$ cat src/rtl/mem_port_arbiter.sv
// mem_port_arbiter
//   Shares one single-ported memory bus between instruction fetch and
//   load/store. Each access is arbitrated in IDLE, then held on the bus
//   (BUSY_I / BUSY_D) until mem_ack or watchdog abort, then answered with a
//   one-cycle response pulse (RESP).
//
// Ports
//   clk, rst          clock (rising edge), asynchronous active-high reset
//   i_req/i_addr      fetch request and address
//   i_rdata/i_valid   instruction word and its one-cycle completion pulse
//   d_req/d_we/d_be/d_addr/d_wdata   load/store request
//   d_rdata/d_done    load data and its one-cycle completion pulse
//   fetch_stall       (i_req & ~i_valid) | (d_req & ~d_done), combinational
//   mem_req/mem_we/mem_be/mem_addr/mem_wdata   registered memory bus request
//   mem_rdata/mem_ack memory read data and completion
//   bus_err           one-cycle pulse in RESP of a timed-out access
//
// Configuration
//   ARB_ROUND_ROBIN_EN  defined: alternate grants when both requesters are
//                       pending. Undefined: data always wins over fetch.
module mem_port_arbiter #(
    parameter int ADDR_W         = 32,
    parameter int DATA_W         = 32,
    parameter int TIMEOUT_CYCLES = 255
) (
    input  logic                clk,
    input  logic                rst,
    input  logic                i_req,
    input  logic [ADDR_W-1:0]   i_addr,
    output logic [DATA_W-1:0]   i_rdata,
    output logic                i_valid,
    input  logic                d_req,
    input  logic                d_we,
    input  logic [DATA_W/8-1:0] d_be,
    input  logic [ADDR_W-1:0]   d_addr,
    input  logic [DATA_W-1:0]   d_wdata,
    output logic [DATA_W-1:0]   d_rdata,
    output logic                d_done,
    output logic                fetch_stall,
    output logic                mem_req,
    output logic                mem_we,
    output logic [DATA_W/8-1:0] mem_be,
    output logic [ADDR_W-1:0]   mem_addr,
    output logic [DATA_W-1:0]   mem_wdata,
    input  logic [DATA_W-1:0]   mem_rdata,
    input  logic                mem_ack,
    output logic                bus_err
);

    localparam int BE_W  = DATA_W / 8;
    // A zero limit disables the watchdog; keep a 1-bit counter so widths stay legal.
    localparam int CNT_W = (TIMEOUT_CYCLES == 0) ? 1 : $clog2(TIMEOUT_CYCLES + 1);
    localparam logic [CNT_W-1:0] CNT_MAX  = CNT_W'(TIMEOUT_CYCLES);
    localparam logic [CNT_W-1:0] CNT_LAST = CNT_W'((TIMEOUT_CYCLES == 0) ? 0 : TIMEOUT_CYCLES - 1);
    localparam bit WDOG_EN = (TIMEOUT_CYCLES != 0);

    typedef enum logic [1:0] {IDLE, BUSY_I, BUSY_D, RESP} state_t;

    state_t              state_q, state_d;
    logic                mem_req_q, mem_req_d;
    logic                mem_we_q, mem_we_d;
    logic [BE_W-1:0]     mem_be_q, mem_be_d;
    logic [ADDR_W-1:0]   mem_addr_q, mem_addr_d;
    logic [DATA_W-1:0]   mem_wdata_q, mem_wdata_d;
    logic [DATA_W-1:0]   i_rdata_q, i_rdata_d;
    logic [DATA_W-1:0]   d_rdata_q, d_rdata_d;
    logic                i_valid_q, i_valid_d;
    logic                d_done_q, d_done_d;
    logic                bus_err_q, bus_err_d;
    logic [CNT_W-1:0]    cnt_q, cnt_d;

    logic prefer_d;
    logic grant_d;
    logic grant_i;
    logic timeout_hit;

`ifdef ARB_ROUND_ROBIN_EN
    // last_grant_q: 1 = data was granted last, 0 = fetch.
    logic last_grant_q, last_grant_d;
    assign prefer_d = ~last_grant_q;
`else
    assign prefer_d = 1'b1;
`endif

    // Data wins a conflict when preferred; a lone requester always wins.
    assign grant_d = d_req & (~i_req | prefer_d);
    assign grant_i = i_req & ~grant_d;

    // The abort fires on the edge where the counter would reach the limit,
    // giving exactly TIMEOUT_CYCLES busy cycles.
    assign timeout_hit = WDOG_EN && (cnt_q == CNT_LAST);

    // State register.
    always_ff @(posedge clk or posedge rst) begin
        if (rst) begin
            state_q <= IDLE;
        end else begin
            state_q <= state_d;
        end
    end

    // Next-state logic: RESP never arbitrates, so a requester gets one cycle
    // to update its request before the next grant.
    always_comb begin
        state_d = state_q;
        case (state_q)
            IDLE: begin
                if (grant_d) begin
                    state_d = BUSY_D;
                end else if (grant_i) begin
                    state_d = BUSY_I;
                end
            end
            BUSY_I, BUSY_D: begin
                if (mem_ack || timeout_hit) begin
                    state_d = RESP;
                end
            end
            default: state_d = IDLE;
        endcase
    end

    // Output/datapath next values: bus latch on grant, data capture on
    // completion, response pulses for the RESP cycle, watchdog counting.
    always_comb begin
        mem_req_d   = mem_req_q;
        mem_we_d    = mem_we_q;
        mem_be_d    = mem_be_q;
        mem_addr_d  = mem_addr_q;
        mem_wdata_d = mem_wdata_q;
        i_rdata_d   = i_rdata_q;
        d_rdata_d   = d_rdata_q;
        i_valid_d   = 1'b0;
        d_done_d    = 1'b0;
        bus_err_d   = 1'b0;
        cnt_d       = cnt_q;
`ifdef ARB_ROUND_ROBIN_EN
        last_grant_d = last_grant_q;
`endif
        case (state_q)
            IDLE: begin
                if (grant_d) begin
                    mem_req_d   = 1'b1;
                    mem_we_d    = d_we;
                    mem_be_d    = d_be;
                    mem_addr_d  = d_addr;
                    mem_wdata_d = d_wdata;
                    cnt_d       = '0;
`ifdef ARB_ROUND_ROBIN_EN
                    last_grant_d = 1'b1;
`endif
                end else if (grant_i) begin
                    mem_req_d   = 1'b1;
                    mem_we_d    = 1'b0;
                    mem_be_d    = '1;
                    mem_addr_d  = i_addr;
                    mem_wdata_d = '0;
                    cnt_d       = '0;
`ifdef ARB_ROUND_ROBIN_EN
                    last_grant_d = 1'b0;
`endif
                end
            end
            BUSY_I, BUSY_D: begin
                if (mem_ack || timeout_hit) begin
                    // An aborted access returns zero data and flags bus_err.
                    mem_req_d = 1'b0;
                    bus_err_d = ~mem_ack;
                    if (state_q == BUSY_I) begin
                        i_valid_d = 1'b1;
                        i_rdata_d = mem_ack ? mem_rdata : '0;
                    end else begin
                        d_done_d = 1'b1;
                        if (!mem_we_q) begin
                            d_rdata_d = mem_ack ? mem_rdata : '0;
                        end
                    end
                end else if (cnt_q != CNT_MAX) begin
                    cnt_d = cnt_q + 1'b1;
                end
            end
            default: ;
        endcase
    end

    // Datapath registers; reset abandons any access in flight.
    always_ff @(posedge clk or posedge rst) begin
        if (rst) begin
            mem_req_q   <= 1'b0;
            mem_we_q    <= 1'b0;
            mem_be_q    <= '0;
            mem_addr_q  <= '0;
            mem_wdata_q <= '0;
            i_rdata_q   <= '0;
            d_rdata_q   <= '0;
            i_valid_q   <= 1'b0;
            d_done_q    <= 1'b0;
            bus_err_q   <= 1'b0;
            cnt_q       <= '0;
`ifdef ARB_ROUND_ROBIN_EN
            last_grant_q <= 1'b0;
`endif
        end else begin
            mem_req_q   <= mem_req_d;
            mem_we_q    <= mem_we_d;
            mem_be_q    <= mem_be_d;
            mem_addr_q  <= mem_addr_d;
            mem_wdata_q <= mem_wdata_d;
            i_rdata_q   <= i_rdata_d;
            d_rdata_q   <= d_rdata_d;
            i_valid_q   <= i_valid_d;
            d_done_q    <= d_done_d;
            bus_err_q   <= bus_err_d;
            cnt_q       <= cnt_d;
`ifdef ARB_ROUND_ROBIN_EN
            last_grant_q <= last_grant_d;
`endif
        end
    end

    assign mem_req     = mem_req_q;
    assign mem_we      = mem_we_q;
    assign mem_be      = mem_be_q;
    assign mem_addr    = mem_addr_q;
    assign mem_wdata   = mem_wdata_q;
    assign i_rdata     = i_rdata_q;
    assign d_rdata     = d_rdata_q;
    assign i_valid     = i_valid_q;
    assign d_done      = d_done_q;
    assign bus_err     = bus_err_q;
    assign fetch_stall = (i_req & ~i_valid_q) | (d_req & ~d_done_q);

endmodule

$ cat config.mk
export PLATFORM = sky130hd
export DESIGN_NAME = mem_port_arbiter
export DESIGN_NICKNAME = d
export VERILOG_FILES = /design/src/rtl/mem_port_arbiter.sv
export SDC_FILE = /design/constraint.sdc
export NUM_CORES = 1
export LEC_CHECK = 0
export CAP_MARGIN = 20
export CORE_MARGIN = 2
export CORE_UTILIZATION = 45
export DETAILED_ROUTE_END_ITERATION = 16
export PLACE_DENSITY_LB_ADDON = 0.08
export SLEW_MARGIN = 0
export SYNTH_ARGS = -nofsm -noshare
export SYNTH_HDL_FRONTEND = slang
export SYNTH_SLANG_ARGS = --single-unit
export TNS_END_PERCENT = 5
$ cat constraint.sdc
create_clock -name clk -period 8.4 [get_ports clk]
set_input_delay 1.68 -clock clk [delete_from_list [all_inputs] [get_ports clk]]
set_output_delay 1.68 -clock clk [all_outputs]
set_load 0.02 [all_outputs]
==> flow_summary.toml <==
[placement]
gp_congestion = 0.803
portBuffers = 275
dp_hpwl_um = 12900
place_ws_ns = 3.52

[critical_path]
critPathKind = "primary input to primary output"
start_kind = "primary input"
arrival_ns = 3.20
critical_path_required_ns = 6.72
path_common_cell = "clkdlybuf4s50_1"
r2r_start = "state_q[0]$_DFFE_PP0P_"
regToRegEndpoint = "i_rdata[7]$_DFFE_PP0P_"
cp.depth = 4
crit_family = "buffers and inverters"
path_cells = "clkdlybuf4s50_1, inv_1, o22ai_1, clkdlybuf4s50_1"
max_stage_delay_ns = 0.66
crit_fanout = 8
rrSetupSlack_ns = 5.96
cp-end-kind = "primary output"
worstRegToRegCells = 6
cp_slowest_cell = "clkdlybuf4s50_1"
cp_num_buf_inv = 3

[global_route]
grt_pass1_vias = 5318
grt-ovfl-total = 0
gr-usage-all-layers_pct = 25.7
antenna_found_initial = 0
grt_pass1_wl_um = 28800
grt_max_degree = 98

[power]
clock_power_share_pct = 19.5
pwr-share-seq_pct = 31.8
power.switching_mw = 1.45
combPwrFrac_pct = 48.7
p_sw_share_pct = 38.5
vdd_drop_max_mv = 0.220
power_leakage_nw = 4.27
p_int_mw = 2.31
pwr_density_cell_mw_per_mm2 = 392

[cells_and_area]
multi_input_area_mm2 = 0.00223
finalNetCount = 943
n_fill_cell = 973
final_common_cell = "clkdlybuf4s50_1"
final_cell_mix = "274 x clkdlybuf4s50_1, 147 x dfrtp_1, 74 x nand2_1"
final_core_util_pct = 72.1
regArea_mm2 = 0.00368
syn_to_final_growth_pct = 55.8
diodes = 0
drive_gt1_share_pct = 5.32

[sta]
final-max-slew-violation-count = 0
fin_skew_ns = 0.00578
tightest_slew_ns = 0.952
fin_crit_ns = 4.88
max_freq_mhz = 205
setup_viol = 0
worst_slack_ns = 3.52
max_slew_margin_pct = 36.4
fin_crit_sh_pct = 58.1
hold_viol_final = 0
rsz0062_at_grt = "false"
final.setup.tns_ns = 0

[die]
dieArea_mm2 = 0.0146
core_area_mm2 = 0.0133
start_util_pct = 46.3
die_w_um = 121
rows = 42
ios = 276
die_y_um = 121

[drt]
drtAntennaViolNets = 0
wl_per_cell_um = 18.8
drcViolationCount = 0
vias_per_cell = 5.39
dr.pass1.iters = 4
vias = 5306
wirelength_um = 18600
drtIter0Drc = 381

[clocking]
cts_tree = "yes"
postCtsSetupRepairBufs = 0
cts_sinks = 147
clock_path_buffers = 2
path_clk_slew_ns = 0.05
clk_latency_ns = 0.42
cts_buffers = 17
clockRootBuffer = "clkbuf_16"
htreeDepth = 4
postCtsHoldBufs = 0
cts_resized = 0

[synthesis]
synth-async-reset-ratio_pct = 100
synthCells = 546
yosys_register_bits = 147
synth_cell_types = 48
synth_fp_nets = 689
ys_warn_count = 0
syn-cell-area_mm2 = 0.00615
synth_edf_count = 0
avgSynthCellArea_um2 = 11.3
yosysSeqAreaShare_pct = 59.8
synth_top_flop_cell = "dfrtp_1"

[hold_path]
hold_path.class = "flop to flop"
hold_path_depth = 2
hp-start = "mem_addr[22]$_DFFE_PP0P_"
whs_endpoint = "mem_addr[22]$_DFFE_PP0P_"

[flow_run]
maxCapViolCount = 0

[outcome]
outcome = "finished clean"
-- final cells by class --
| class | instances | area share (%) |
|---|---|---|
| sequential | 147 | 38.4 |
| timing repair buffer | 284 | 29.8 |
| multi-input combinational | 342 | 23.3 |
| clock buffer | 22 | 5.05 |
| tap | 176 | 2.30 |
| clock inverter | 6 | 0.835 |
| inverter | 8 | 0.365 |
-- layer usage --
layer	vias to the layer above	track usage (%)	wire [um]
li1	2492	-	-
met1	2579	32.2	7320
met2	200	41.5	9280
met3	35	7.89	1440
met4	0	10.5	529
met5	-	0	0
-- per-stage QoR --
step / cell area [um2] / hold slack (ns) / power, mW / std cells
floorplan: 6150 / 0.500 / 2.16 / 546
global placement: 8970 / 0.464 / 2.96 / 955
detailed placement: 8970 / 0.469 / 3.01 / 955
CTS: 9530 / 0.482 / 3.76 / 983
global route: 9590 / 0.507 / 3.97 / 985
finish: 9590 / 0.475 / 3.76 / 985
-- worst min-delay path, delay by kind of cell, from the launching register on --
kind	cells	cell delay (ns)
compound gates	1	0.06
simple gates	1	0.04
flops	1	0.34
-- Yosys cell counts (4+ instances only) --
master    instances  area share, %
clkbuf_1         34            2.1
nor2_1            8           0.49
dfrtp_1         147             60
a21oi_1           4           0.33
o22a_1            4           0.57
nand2_1          74            4.5
inv_1             8           0.49
o21ai_0          71            5.8
ha_1              5            1.0
a22o_1           65            9.3
buf_6             4           0.73
mux2i_1          32            5.2
nand3_1           4           0.33
nand4_1          32            3.3
buf_2             7           0.57
and3_1            4           0.41
-- power by group through the flow --
stage               logic (mW)  registers, mW  clock network, mW
finish                    1.83           1.19              0.734
global route              1.96           1.23              0.778
CTS                       1.82           1.20              0.744
detailed placement        1.82           1.19                  0
global placement          1.78           1.19                  0
floorplan                0.625           1.53                  0
-- registers in the layout (all words and copies together), names as in the netlist --
name / count
mem_wdata: 32
bus_err: 1
cnt_q: 8
mem_we: 1
state_q: 2
mem_req: 1
d_done: 1
mem_addr: 32
mem_be: 4
d_rdata: 32
i_valid: 1
i_rdata: 32
-- how the worst max path moves through the flow --
stage / startpoint / end / slack (ns)
4_1_cts: i_req / fetch_stall / 3.51
6_report: i_req / fetch_stall / 3.52
5_1_grt: i_req / fetch_stall / 3.44
2_1_floorplan: rst / bus_err$_DFF_PP0_ / 2.77
3_5_place_dp: i_req / fetch_stall / 3.52
3_3_place_gp: i_req / fetch_stall / 3.54
-- cell families (layout without fill, tap and decap cells) --
family                     count (synthesis)  after routing  synth area share (%)
and+or+nand+nor                          142            142                  11.2
xor gates and xnor gates                   1              1                 0.142
adders and majority gates                  5              5                  1.02
DFF                                      147            147                  59.8
AOI/OAI and AO/OA                        162            162                  18.5
buffers and inverters                     57            320                  4.17
muxes                                     32             32                  5.21
Power figures use the tool's default switching activity.
